File: src/rtl/fb_pkg.sv
// ---------------------------------------------------------------------------
// fb_pkg
// Shared constants and types for the framebuffer write side.
//   FB_W / FB_H / FB_PIXELS : 640x480 framebuffer geometry
//   ADDR_W / COLOR_W        : pixel address and color widths
//   CLEAR_CYCLES_DEF        : default cycles needed to clear one buffer
//   sched_state_t           : write-scheduler FSM states
//   ST_*                    : plain logic [2:0] state codes
// ---------------------------------------------------------------------------
package fb_pkg;

    localparam int FB_W             = 640;
    localparam int FB_H             = 480;
    localparam int FB_PIXELS        = FB_W * FB_H;
    localparam int ADDR_W           = 19;
    localparam int COLOR_W          = 4;
    localparam int CLEAR_CYCLES_DEF = FB_PIXELS + 2;

    typedef enum logic [2:0] {
        DRAW     = 3'd0,
        DRAIN    = 3'd1,
        WAIT_CLR = 3'd2,
        WAIT_VB  = 3'd3,
        SWAP     = 3'd4
    } sched_state_t;

    // Plain vector copies of the state codes, for use where an enum type
    // is inconvenient (register declarations, debug ports).
    localparam logic [2:0] ST_DRAW     = DRAW;
    localparam logic [2:0] ST_DRAIN    = DRAIN;
    localparam logic [2:0] ST_WAIT_CLR = WAIT_CLR;
    localparam logic [2:0] ST_WAIT_VB  = WAIT_VB;
    localparam logic [2:0] ST_SWAP     = SWAP;

endpackage

File: src/rtl/rr_arbiter.sv
// ---------------------------------------------------------------------------
// rr_arbiter
// Combinational round-robin arbiter. Scans requesters starting at i_rr_ptr
// and grants the first one found; o_next_ptr is the slot after the winner,
// to be registered by the caller only when a grant is taken.
//   i_req      [NUM_REQ]  request vector
//   i_rr_ptr   [PTR_W]    first requester to consider this cycle
//   i_enable   1          when low no grant is issued
//   o_gnt      [NUM_REQ]  one-hot grant (all zero when none)
//   o_next_ptr [PTR_W]    pointer to use after this grant
// ---------------------------------------------------------------------------
module rr_arbiter #(
    parameter int NUM_REQ = 2,
    parameter int PTR_W   = (NUM_REQ > 1) ? $clog2(NUM_REQ) : 1
) (
    input  logic [NUM_REQ-1:0] i_req,
    input  logic [PTR_W-1:0]   i_rr_ptr,
    input  logic               i_enable,
    output logic [NUM_REQ-1:0] o_gnt,
    output logic [PTR_W-1:0]   o_next_ptr
);

    logic w_found;
    int   w_idx;
    int   w_nxt;

    always_comb begin
        o_gnt      = '0;
        o_next_ptr = i_rr_ptr;
        w_found    = 1'b0;
        w_idx      = 0;
        w_nxt      = 0;
        for (int k = 0; k < NUM_REQ; k++) begin
            // rr_ptr + k never exceeds 2*NUM_REQ-2, so one subtraction wraps it.
            w_idx = int'(i_rr_ptr) + k;
            if (w_idx >= NUM_REQ) begin
                w_idx = w_idx - NUM_REQ;
            end
            if (i_enable && !w_found && i_req[w_idx]) begin
                w_found      = 1'b1;
                o_gnt[w_idx] = 1'b1;
                w_nxt        = (w_idx + 1 == NUM_REQ) ? 0 : w_idx + 1;
                o_next_ptr   = PTR_W'(w_nxt);
            end
        end
    end

endmodule

File: src/rtl/fb_write_sched.sv
// ---------------------------------------------------------------------------
// fb_write_sched
// Shares the single framebuffer write port between NUM_REQ pixel writers
// and sequences the triple-buffer swap strobe.
//   clk, rst      system clock, synchronous active-high reset
//   req           per-requester write valid
//   req_addr      packed 19-bit addresses, requester i at [19*i +: 19]
//   req_color     packed 4-bit colors, requester i at [4*i +: 4]
//   gnt           one-hot accept, combinational in the request cycle
//   frame_end     pulse: requesters have finished the current frame
//   vblank        vertical-blank level from the VGA timing
//   w_addr        framebuffer write address
//   color_out     framebuffer write color
//   en_w          framebuffer write enable
//   done          one-cycle swap strobe
//   frame_busy    writes blocked while a swap is pending
//   oob_err       sticky: an accepted address was >= FB_PIXELS
//   frame_cnt     number of completed swaps (wraps)
//   o_dbg_state   current scheduler state code (fb_pkg::ST_*)
//
// Handshake: a requester holds req[i] with its addr/color stable until it
// sees gnt[i] high in the same cycle; req[i] & gnt[i] is the transfer and
// the requester may present its next pixel in the following cycle.
// ---------------------------------------------------------------------------
module fb_write_sched #(
    parameter int NUM_REQ      = 2,
    parameter int FB_PIXELS    = 307200,
    parameter int CLEAR_CYCLES = 307202
) (
    input  logic                                clk,
    input  logic                                rst,
    input  logic [NUM_REQ-1:0]                  req,
    input  logic [NUM_REQ*fb_pkg::ADDR_W-1:0]   req_addr,
    input  logic [NUM_REQ*fb_pkg::COLOR_W-1:0]  req_color,
    output logic [NUM_REQ-1:0]                  gnt,
    input  logic                                frame_end,
    input  logic                                vblank,
    output logic [fb_pkg::ADDR_W-1:0]           w_addr,
    output logic [fb_pkg::COLOR_W-1:0]          color_out,
    output logic                                en_w,
    output logic                                done,
    output logic                                frame_busy,
    output logic                                oob_err,
    output logic [7:0]                          frame_cnt,
    output logic [2:0]                          o_dbg_state
);

    import fb_pkg::*;

    localparam int PTR_W = (NUM_REQ > 1) ? $clog2(NUM_REQ) : 1;
    localparam int CLR_W = $clog2(CLEAR_CYCLES + 1);
    localparam logic [CLR_W-1:0] CLR_MAX = CLR_W'(CLEAR_CYCLES);

    // -----------------------------------------------------------------------
    // Registers
    // -----------------------------------------------------------------------
    logic [2:0]         r_state;
    logic [PTR_W-1:0]   r_rr_ptr;
    logic [CLR_W-1:0]   r_clr_cnt;
    logic               r_vblank;
    logic               r_vb_armed;
    logic               r_en_w;
    logic [ADDR_W-1:0]  r_w_addr;
    logic [COLOR_W-1:0] r_color;
    logic               r_done;
    logic               r_oob;
    logic [7:0]         r_frame_cnt;

    // -----------------------------------------------------------------------
    // Wires
    // -----------------------------------------------------------------------
    logic [2:0]         w_next_state;
    logic [NUM_REQ-1:0] w_gnt;
    logic [PTR_W-1:0]   w_next_ptr;
    logic               w_any_gnt;
    logic [ADDR_W-1:0]  w_sel_addr;
    logic [COLOR_W-1:0] w_sel_color;
    logic               w_in_range;
    logic               w_vb_rise;
    logic               w_draw;

    assign w_draw    = (r_state == ST_DRAW);
    assign w_vb_rise = vblank & ~r_vblank;

    // -----------------------------------------------------------------------
    // Arbitration: grants only while drawing
    // -----------------------------------------------------------------------
    rr_arbiter #(
        .NUM_REQ (NUM_REQ),
        .PTR_W   (PTR_W)
    ) u_arb (
        .i_req      (req),
        .i_rr_ptr   (r_rr_ptr),
        .i_enable   (w_draw),
        .o_gnt      (w_gnt),
        .o_next_ptr (w_next_ptr)
    );

    assign w_any_gnt = |w_gnt;

    always_comb begin
        w_sel_addr  = '0;
        w_sel_color = '0;
        for (int i = 0; i < NUM_REQ; i++) begin
            if (w_gnt[i]) begin
                w_sel_addr  = req_addr[i*ADDR_W +: ADDR_W];
                w_sel_color = req_color[i*COLOR_W +: COLOR_W];
            end
        end
    end

    assign w_in_range = (32'(w_sel_addr) < 32'(FB_PIXELS));

    // -----------------------------------------------------------------------
    // Scheduler FSM
    // -----------------------------------------------------------------------
    always_comb begin
        w_next_state = r_state;
        case (r_state)
            ST_DRAW: begin
                if (frame_end) begin
                    w_next_state = ST_DRAIN;
                end
            end
            // One cycle for the last registered write to reach the port.
            ST_DRAIN: begin
                w_next_state = ST_WAIT_CLR;
            end
            ST_WAIT_CLR: begin
                if (r_clr_cnt == CLR_MAX) begin
                    w_next_state = ST_WAIT_VB;
                end
            end
            // r_vb_armed is low in the entry cycle, so a vblank that is
            // already high when we arrive is ignored until its next rise.
            ST_WAIT_VB: begin
                if (r_vb_armed && w_vb_rise) begin
                    w_next_state = ST_SWAP;
                end
            end
            ST_SWAP: begin
                w_next_state = ST_DRAW;
            end
            default: begin
                w_next_state = ST_DRAW;
            end
        endcase
    end

    always_ff @(posedge clk) begin
        if (rst) begin
            r_state     <= ST_DRAW;
            r_done      <= 1'b0;
            r_frame_cnt <= 8'd0;
            r_vblank    <= 1'b0;
            r_vb_armed  <= 1'b0;
            r_clr_cnt   <= '0;
        end else begin
            r_state    <= w_next_state;
            // Registered so done is a clean flop output, high only in SWAP.
            r_done     <= (w_next_state == ST_SWAP);
            r_vblank   <= vblank;
            r_vb_armed <= (r_state == ST_WAIT_VB);
            if (r_state == ST_SWAP) begin
                r_frame_cnt <= r_frame_cnt + 8'd1;
            end
            // Counts from the last swap (or reset) and saturates; the buffer
            // just released by a swap is being cleared while this counts.
            if (r_state == ST_SWAP) begin
                r_clr_cnt <= '0;
            end else if (r_clr_cnt != CLR_MAX) begin
                r_clr_cnt <= r_clr_cnt + 1'b1;
            end
        end
    end

    // -----------------------------------------------------------------------
    // Arbiter pointer and registered write port
    // -----------------------------------------------------------------------
    always_ff @(posedge clk) begin
        if (rst) begin
            r_rr_ptr <= '0;
            r_en_w   <= 1'b0;
            r_w_addr <= '0;
            r_color  <= '0;
            r_oob    <= 1'b0;
        end else begin
            if (w_any_gnt) begin
                r_rr_ptr <= w_next_ptr;
            end
            // Out-of-range pixels are consumed but never reach the port.
            r_en_w <= w_any_gnt & w_in_range;
            if (w_any_gnt && w_in_range) begin
                r_w_addr <= w_sel_addr;
                r_color  <= w_sel_color;
            end
            if (w_any_gnt && !w_in_range) begin
                r_oob <= 1'b1;
            end
        end
    end

    // -----------------------------------------------------------------------
    // Outputs
    // -----------------------------------------------------------------------
    assign gnt         = w_gnt;
    assign w_addr      = r_w_addr;
    assign color_out   = r_color;
    assign en_w        = r_en_w;
    assign done        = r_done;
    assign frame_busy  = ~w_draw;
    assign oob_err     = r_oob;
    assign frame_cnt   = r_frame_cnt;
    assign o_dbg_state = r_state;

endmodule

File: config.mk
export PLATFORM = sky130hd
export DESIGN_NAME = fb_write_sched
export DESIGN_NICKNAME = d
export VERILOG_FILES = /design/src/rtl/fb_pkg.sv /design/src/rtl/rr_arbiter.sv /design/src/rtl/fb_write_sched.sv
export SDC_FILE = /design/constraint.sdc
export NUM_CORES = 1
export LEC_CHECK = 0
export CORE_MARGIN = 3
export CORE_UTILIZATION = 50
export CTS_CLUSTER_SIZE = 14
export DETAILED_ROUTE_END_ITERATION = 8
export DONT_BUFFER_PORTS = 1
export PLACE_DENSITY = 0.69
export SYNTH_ARGS = -nofsm -noshare
export SYNTH_HDL_FRONTEND = slang
export SYNTH_SLANG_ARGS = --single-unit
File: constraint.sdc
create_clock -name clk -period 2.2 [get_ports clk]
set_input_delay 0.44 -clock clk [delete_from_list [all_inputs] [get_ports clk]]
set_output_delay 0.44 -clock clk [all_outputs]
set_load 0.05 [all_outputs]
* Word level (Yosys, flattened, before mapping)
Cells that the tools add are included.
** Word-level totals
- Register bits :: 59
- Bits of input ports :: 52
- Output and inout port bits :: 40
- Word-level logic and storage cells :: 81
** Cells by class
- Add/subtract/negate cells :: 7
- $lt $le $gt $ge :: 7
- Eq/ne operators :: 9
- Mux-type cells :: 27
- Bitwise logic cells :: 5
- Reductions and logical operators :: 15
** Operator list (count)
- adder 32 x 2 -> 32 bit (second input constant) :: 2
- equality test 32 x 3 -> 1 bit (second input constant) :: 2
- >= comparator 32 x 1 -> 1 bit (second input constant) :: 2
- less-than comparator 32 x 3 -> 1 bit (second input constant) :: 2
- 2-to-1 mux 32 bit :: 2
- 2-to-1 mux 19 bit :: 2
- >= comparator 32 x 3 -> 1 bit (second input constant) :: 1
- subtractor 32 x 3 -> 32 bit (second input constant) :: 1
- adder 19 x 1 -> 19 bit (second input constant) :: 1
- equality test 19 bit (second input constant) :: 1
- less-than comparator 19 bit (second input constant) :: 1
- != test 19 bit (second input constant) :: 1
- 2-to-1 mux 1 bit :: 13
- case mux 3 bit (4 select lines) :: 1
- 2-to-1 mux 3 bit :: 3
- adder 8 x 1 -> 8 bit (second input constant) :: 1
- logical AND 1 bit :: 8
- 2-to-1 mux 4 bit :: 2
- equality test 3 x 2 -> 1 bit (second input constant) :: 2
- equality test 3 bit (second input constant) :: 2
- 2-to-1 mux 2 bit :: 2
- OR reduction 2 bit :: 2
- equality test 3 x 1 -> 1 bit (second input constant) :: 1
- logical NOT 3 bit :: 1
- 10 further kinds :: 14

* Depth between registers and ports, before layout
- Word-level depth :: 16
- Depth in mapped cells :: 9
- Gate-level depth less buffers :: 7

* Hierarchy
Synthesis repeated with hierarchy kept, for this count alone.
** Unflattened totals
- Cell total of the unflattened synthesis :: 293
- Area total of the unflattened synthesis :: 2673.8 um^2
** Modules (own cells, without submodules)
- fb_write_sched :: instances 1, cells an instance 286, area an instance 2637.5 um^2, sequential area each 1181.1 um^2
- rr_arbiter :: instances 1, cells an instance 7, area an instance 36.3 um^2, sequential area each 0.0 um^2

* Worst setup path after synthesis
Ideal clock, no wire load.
- Kind :: register to register
- From :: register r_state[0], in the netlist o_dbg_state[0]
- To :: register r_color[0], in the netlist color_out[0]
- Setup time :: 57 ps
- Arrival :: 2363 ps
- Required time :: 2143 ps
- Path slack :: -221 ps
- Stages on the path, launching flop included :: 9
- Buffers on the path :: 3
- Period minus slack after synthesis :: 2421 ps
- Path through :: dfxtp_1 buf_6 nor3_1 buf_2 and3_1 buf_1 a22oi_1 nor2_1 mux2_4
** Between the ends
- Elaborated cells on any way between the ends :: 16
- Those cells by class :: 1 x order compare; 7 x mux; 1 x bitwise; 7 x reduce/logical
** RTL lines
- from (decl) :: RTL line fb_write_sched.sv:57 : logic [2:0] r_state;
- from (signal assigned) :: RTL line fb_write_sched.sv:159 : r_state <= w_next_state;
- logical NOT 3 bit (*) :: RTL line fb_write_sched.sv:82 : assign w_draw = (r_state == ST_DRAW);
- logical AND 1 bit :: RTL line rr_arbiter.sv:39 : if (i_enable && !w_found && i_req[w_idx]) begin
- 2-to-1 mux 1 bit :: RTL line rr_arbiter.sv:39
- logical NOT 1 bit :: RTL line rr_arbiter.sv:39
- logical AND 1 bit (2 in series) :: RTL line rr_arbiter.sv:39
- 2-to-1 mux 2 bit (*) :: RTL line rr_arbiter.sv:39
- net gnt[1] :: RTL line fb_write_sched.sv:35 : output logic [NUM_REQ-1:0] gnt,
- 2-to-1 mux 19 bit :: RTL line fb_write_sched.sv:105 : if (w_gnt[i]) begin
- less-than comparator 19 bit :: RTL line fb_write_sched.sv:112 : assign w_in_range = (32'(w_sel_addr) < 32'(FB_PIXELS));
- logical AND 1 bit :: RTL line fb_write_sched.sv:193 : if (w_any_gnt && w_in_range) begin
- to (signal assigned) :: RTL line fb_write_sched.sv:195 : r_color <= w_sel_color;
- to (decl) :: RTL line fb_write_sched.sv:64 : logic [COLOR_W-1:0] r_color;
The timed path passes the listed nets; every way through them passes the cells marked *.
A chain may end at the register's enable or synchronous reset.

* Final worst setup path
- From :: register r_state[1], in the netlist o_dbg_state[1]
- To :: register r_w_addr[4], in the netlist w_addr[4]
** Between the ends
- Word-level cells in the longest chain between the ends :: 11
- Elaborated cells on any way between the ends :: 14
- Those cells by class :: 1 x order compare; 5 x mux; 1 x bitwise; 7 x reduce/logical
** Ends and longest elaborated chain
- logical NOT 3 bit (*) :: RTL line fb_write_sched.sv:82
- logical AND 1 bit :: RTL line rr_arbiter.sv:39
- 2-to-1 mux 1 bit :: RTL line rr_arbiter.sv:39
- logical NOT 1 bit :: RTL line rr_arbiter.sv:39
- logical AND 1 bit (2 in series) :: RTL line rr_arbiter.sv:39
- 2-to-1 mux 2 bit (*) :: RTL line rr_arbiter.sv:39
- 2-to-1 mux 19 bit (2 in series) :: RTL line fb_write_sched.sv:105
- less-than comparator 19 bit :: RTL line fb_write_sched.sv:112
- logical AND 1 bit :: RTL line fb_write_sched.sv:193
- to (signal assigned) :: RTL line fb_write_sched.sv:194 : r_w_addr <= w_sel_addr;
- to (decl) :: RTL line fb_write_sched.sv:63 : logic [ADDR_W-1:0] r_w_addr;
Every way passes the cells marked *; elsewhere a longest branch is shown, timed or not.

==> impl_metrics.py <==
metrics = {
    "layout": {
        "drive_gt1_frac": 0.195,
        "nets": 388,
        "fillCellCount": 505,
        "synthToLayoutAreaGrowth_pct": 12.3,
        "utilization": 0.593,
        "diodes": 0,
    },
    "synthesis": {
        "yosysMostFrequentCell": "dfxtp_1",
        "synth_enable_flop_cells": 0,
        "ys_ff_latch": 59,
        "syn-mean-instance-area_um2": 9.17,
        "yosysWarningCount": 0,
        "yosys.area.top_type": "dfxtp_1",
        "dominantRegCellSynth": "dfxtp_1",
        "synthesis.nets": 378,
        "yosysTopAreaCellShare": 0.399,
        "ys_async_sr_fraction": 0,
        "synth.distinct_cells": 50,
        "seq_area_frac_synth": 0.399,
        "yosys-top-cells-count": "59 x dfxtp_1, 51 x nor2_1, 22 x nor2b_1",
        "synth_area_leaders": "dfxtp_1 40%, mux2_4 9.1%, nor2_1 6.5%",
        "syn_inst": 323,
        "syn_area_mm2": 0.00296,
    },
    "global_route": {
        "grt_usage": 0.186,
        "gr-total-overflow": 0,
        "antenna_found_initial": 0,
        "grt_pass1_vias": 2196,
        "grt_first_pass_wirelength_um": 10600,
        "grt_max_degree": 64,
    },
    "clock_network": {
        "cts-htree-levels": 3,
        "cts_sinks": 59,
        "cts.clk_slew.worst_paths_ns": 0.06,
        "tritoncts": "done",
        "ctsHoldBuffers": 0,
        "cts_buffer_depth": 2,
        "clk_latency_ns": 0.33,
        "numCtsBuffers": 9,
        "root_buffer": "clkbuf_8",
    },
    "die": {
        "die_w_um": 83.0,
        "core_area_mm2": 0.00561,
        "boundaryPins": 92,
        "die-area_mm2": 0.00689,
        "row_count": 27,
        "start_util": 0.528,
        "die_h_um": 83.0,
    },
    "critical_path": {
        "worst_ep_arrival_time_ns": 2.37,
        "worstSetupPathType": "flip-flop to flip-flop",
        "worstPathRequired_ns": 2.41,
        "cp-end-kind": "flip-flop",
        "crit_path_start_kind": "flip-flop",
        "worstPathMaxFanout": 17,
    },
    "sta": {
        "finalCriticalPeriod_ns": 2.16,
        "skew_ns": 0.00703,
        "rsz0062_at_grt": "yes",
        "drv_slew": 0,
        "tightestPinTransition_ns": 0.558,
        "finalSetupViolations": 0,
        "fin_crit_sh": 0.981,
        "relSlewSlack": 0.628,
        "timing.fmax_ghz": 0.463,
        "fin_ws_ns": 0.0417,
        "final_hold_viol_count": 0,
    },
    "routing": {
        "drc": 0,
        "drt_pass1_iterations": 4,
        "top_layer_used": "met4",
        "drtAntennaViolNets": 0,
        "wirelength_met1_um": 2800,
        "dr_wl_met2_um": 2890,
        "vias_per_cell": 5.60,
        "wl_per_cell_um": 15.2,
        "drt_iter0_drc": 76,
        "wirelength_um": 6240,
        "vias": 2294,
        "wl_met3_um": 520,
    },
    "place": {
        "hpwlAfterDp_um": 4510,
        "io_buffers": 0,
        "dp_slack_ns": 0.0175,
        "place.gp.congestion": 0.844,
    },
    "power": {
        "p_per_area_mw_per_mm2": 820,
        "p_leak_uw": 0.00128,
        "ir_worst_vdd_mv": 0.626,
    },
    "run_status": {
        "outcome": "finished clean",
    },
    "job": {
        "drv_cap": 0,
    },
    "hold_path": {
        "hp-class": "input pin to flip-flop",
    },
}
## sequential cells by signal (all words and copies together), names as in the netlist
signal,flops
color_out,4
done,1
o_dbg_state,3
oob_err,1
r_clr_cnt,19
w_addr,19
frame_cnt,8
r_rr_ptr,1
r_vblank,1
en_w,1
r_vb_armed,1
## kinds of logic (layout without fill, tap and decap cells)
group,Yosys count,count (layout),share of synthesized area
and+or+nand+nor,148,148,0.269
DFF,59,59,0.399
AOI/OAI and AO/OA,44,44,0.109
buffers and inverters,26,41,0.0418
muxes,22,22,0.106
xor gates and xnor gates,21,21,0.0621
adders and majority gates,3,3,0.0127
## per-layer routing
| metal | GRT usage | up-vias |
|---|---|---|
| met5 | 0 | - |
| met4 | 0.0490 | 0 |
| met3 | 0.0942 | 2 |
| met2 | 0.292 | 74 |
| met1 | 0.226 | 1060 |
| li1 | - | 1158 |
## final cells by class
class                           count  area (um^2)  area share
Inverter                            8         30.0     0.00902
Tap cell                           72         90.1      0.0271
Clock inverter                      2         35.0      0.0105
Timing Repair Buffer               17          153      0.0459
Clock buffer                       14          163      0.0489
Multi-Input combinational cell    238         1670       0.501
Sequential cell                    59         1190       0.358
## worst max-delay path: stages, from the launching register on
cell     delay (ns)
dfxtp_2        0.34
or4b_4         0.58
nor3b_4        0.25
o32ai_1        0.17
o22ai_4        0.16
buf_12         0.20
mux2_1         0.33
## stage by stage
stage               setup TNS (ns)  hold WS (ns)  instances  instance area (um^2)  total power (uW)
finish                           0         0.211        410                  3330              2730
detailed placement               0         0.477        394                  3130              1770
global route               -0.0675         0.178        410                  3330              2850
global placement                 0         0.473        394                  3130              1760
CTS                              0         0.163        410                  3320              2770
floorplan                   -0.886         0.461        323                  2980              1700
## power by group
group / switching (uW) / internal, uW
Sequential: 203 / 1130
Clock: 395 / 585
Combinational: 212 / 208
Total: 810 / 1920
## placed cells by master (no fill, tap or decap), drive strengths merged, types with 2 or more instances in the layout
cell,n
o21ai,5
nand3b,2
a211oi,2
and2,2
nor2,51
a21oi,8
buf,17
xnor2,11
nand2,13
nor3,9
nor3b,3
and4,4
a22oi,20
ha,3
clkbuf,14
or2,4
nor2b,22
dfxtp,59
or3b,2
nand4,8
or3,3
nand3,10
inv,8
nand2b,2
and3,5
xor2,10
nor4,5
mux2,21
## final timing paths
kind | startpoint | to | slack [ns] | cells past startpoint
max | o_dbg_state[1] | w_addr[4] | 0.04 | 6
min | rst | o_dbg_state[0] | 0.21 | 1
max reg2reg | o_dbg_state[1] | w_addr[4] | 0.04 | 6
min reg2reg | r_rr_ptr | r_rr_ptr | 0.49 | 2
## repair_timing
action | in CTS | in global routing
resized for setup | 0 | 2
setup endpoints to repair | 0 | 5
buffers inserted | 0 | 0
Power figures use the tool's default switching activity.
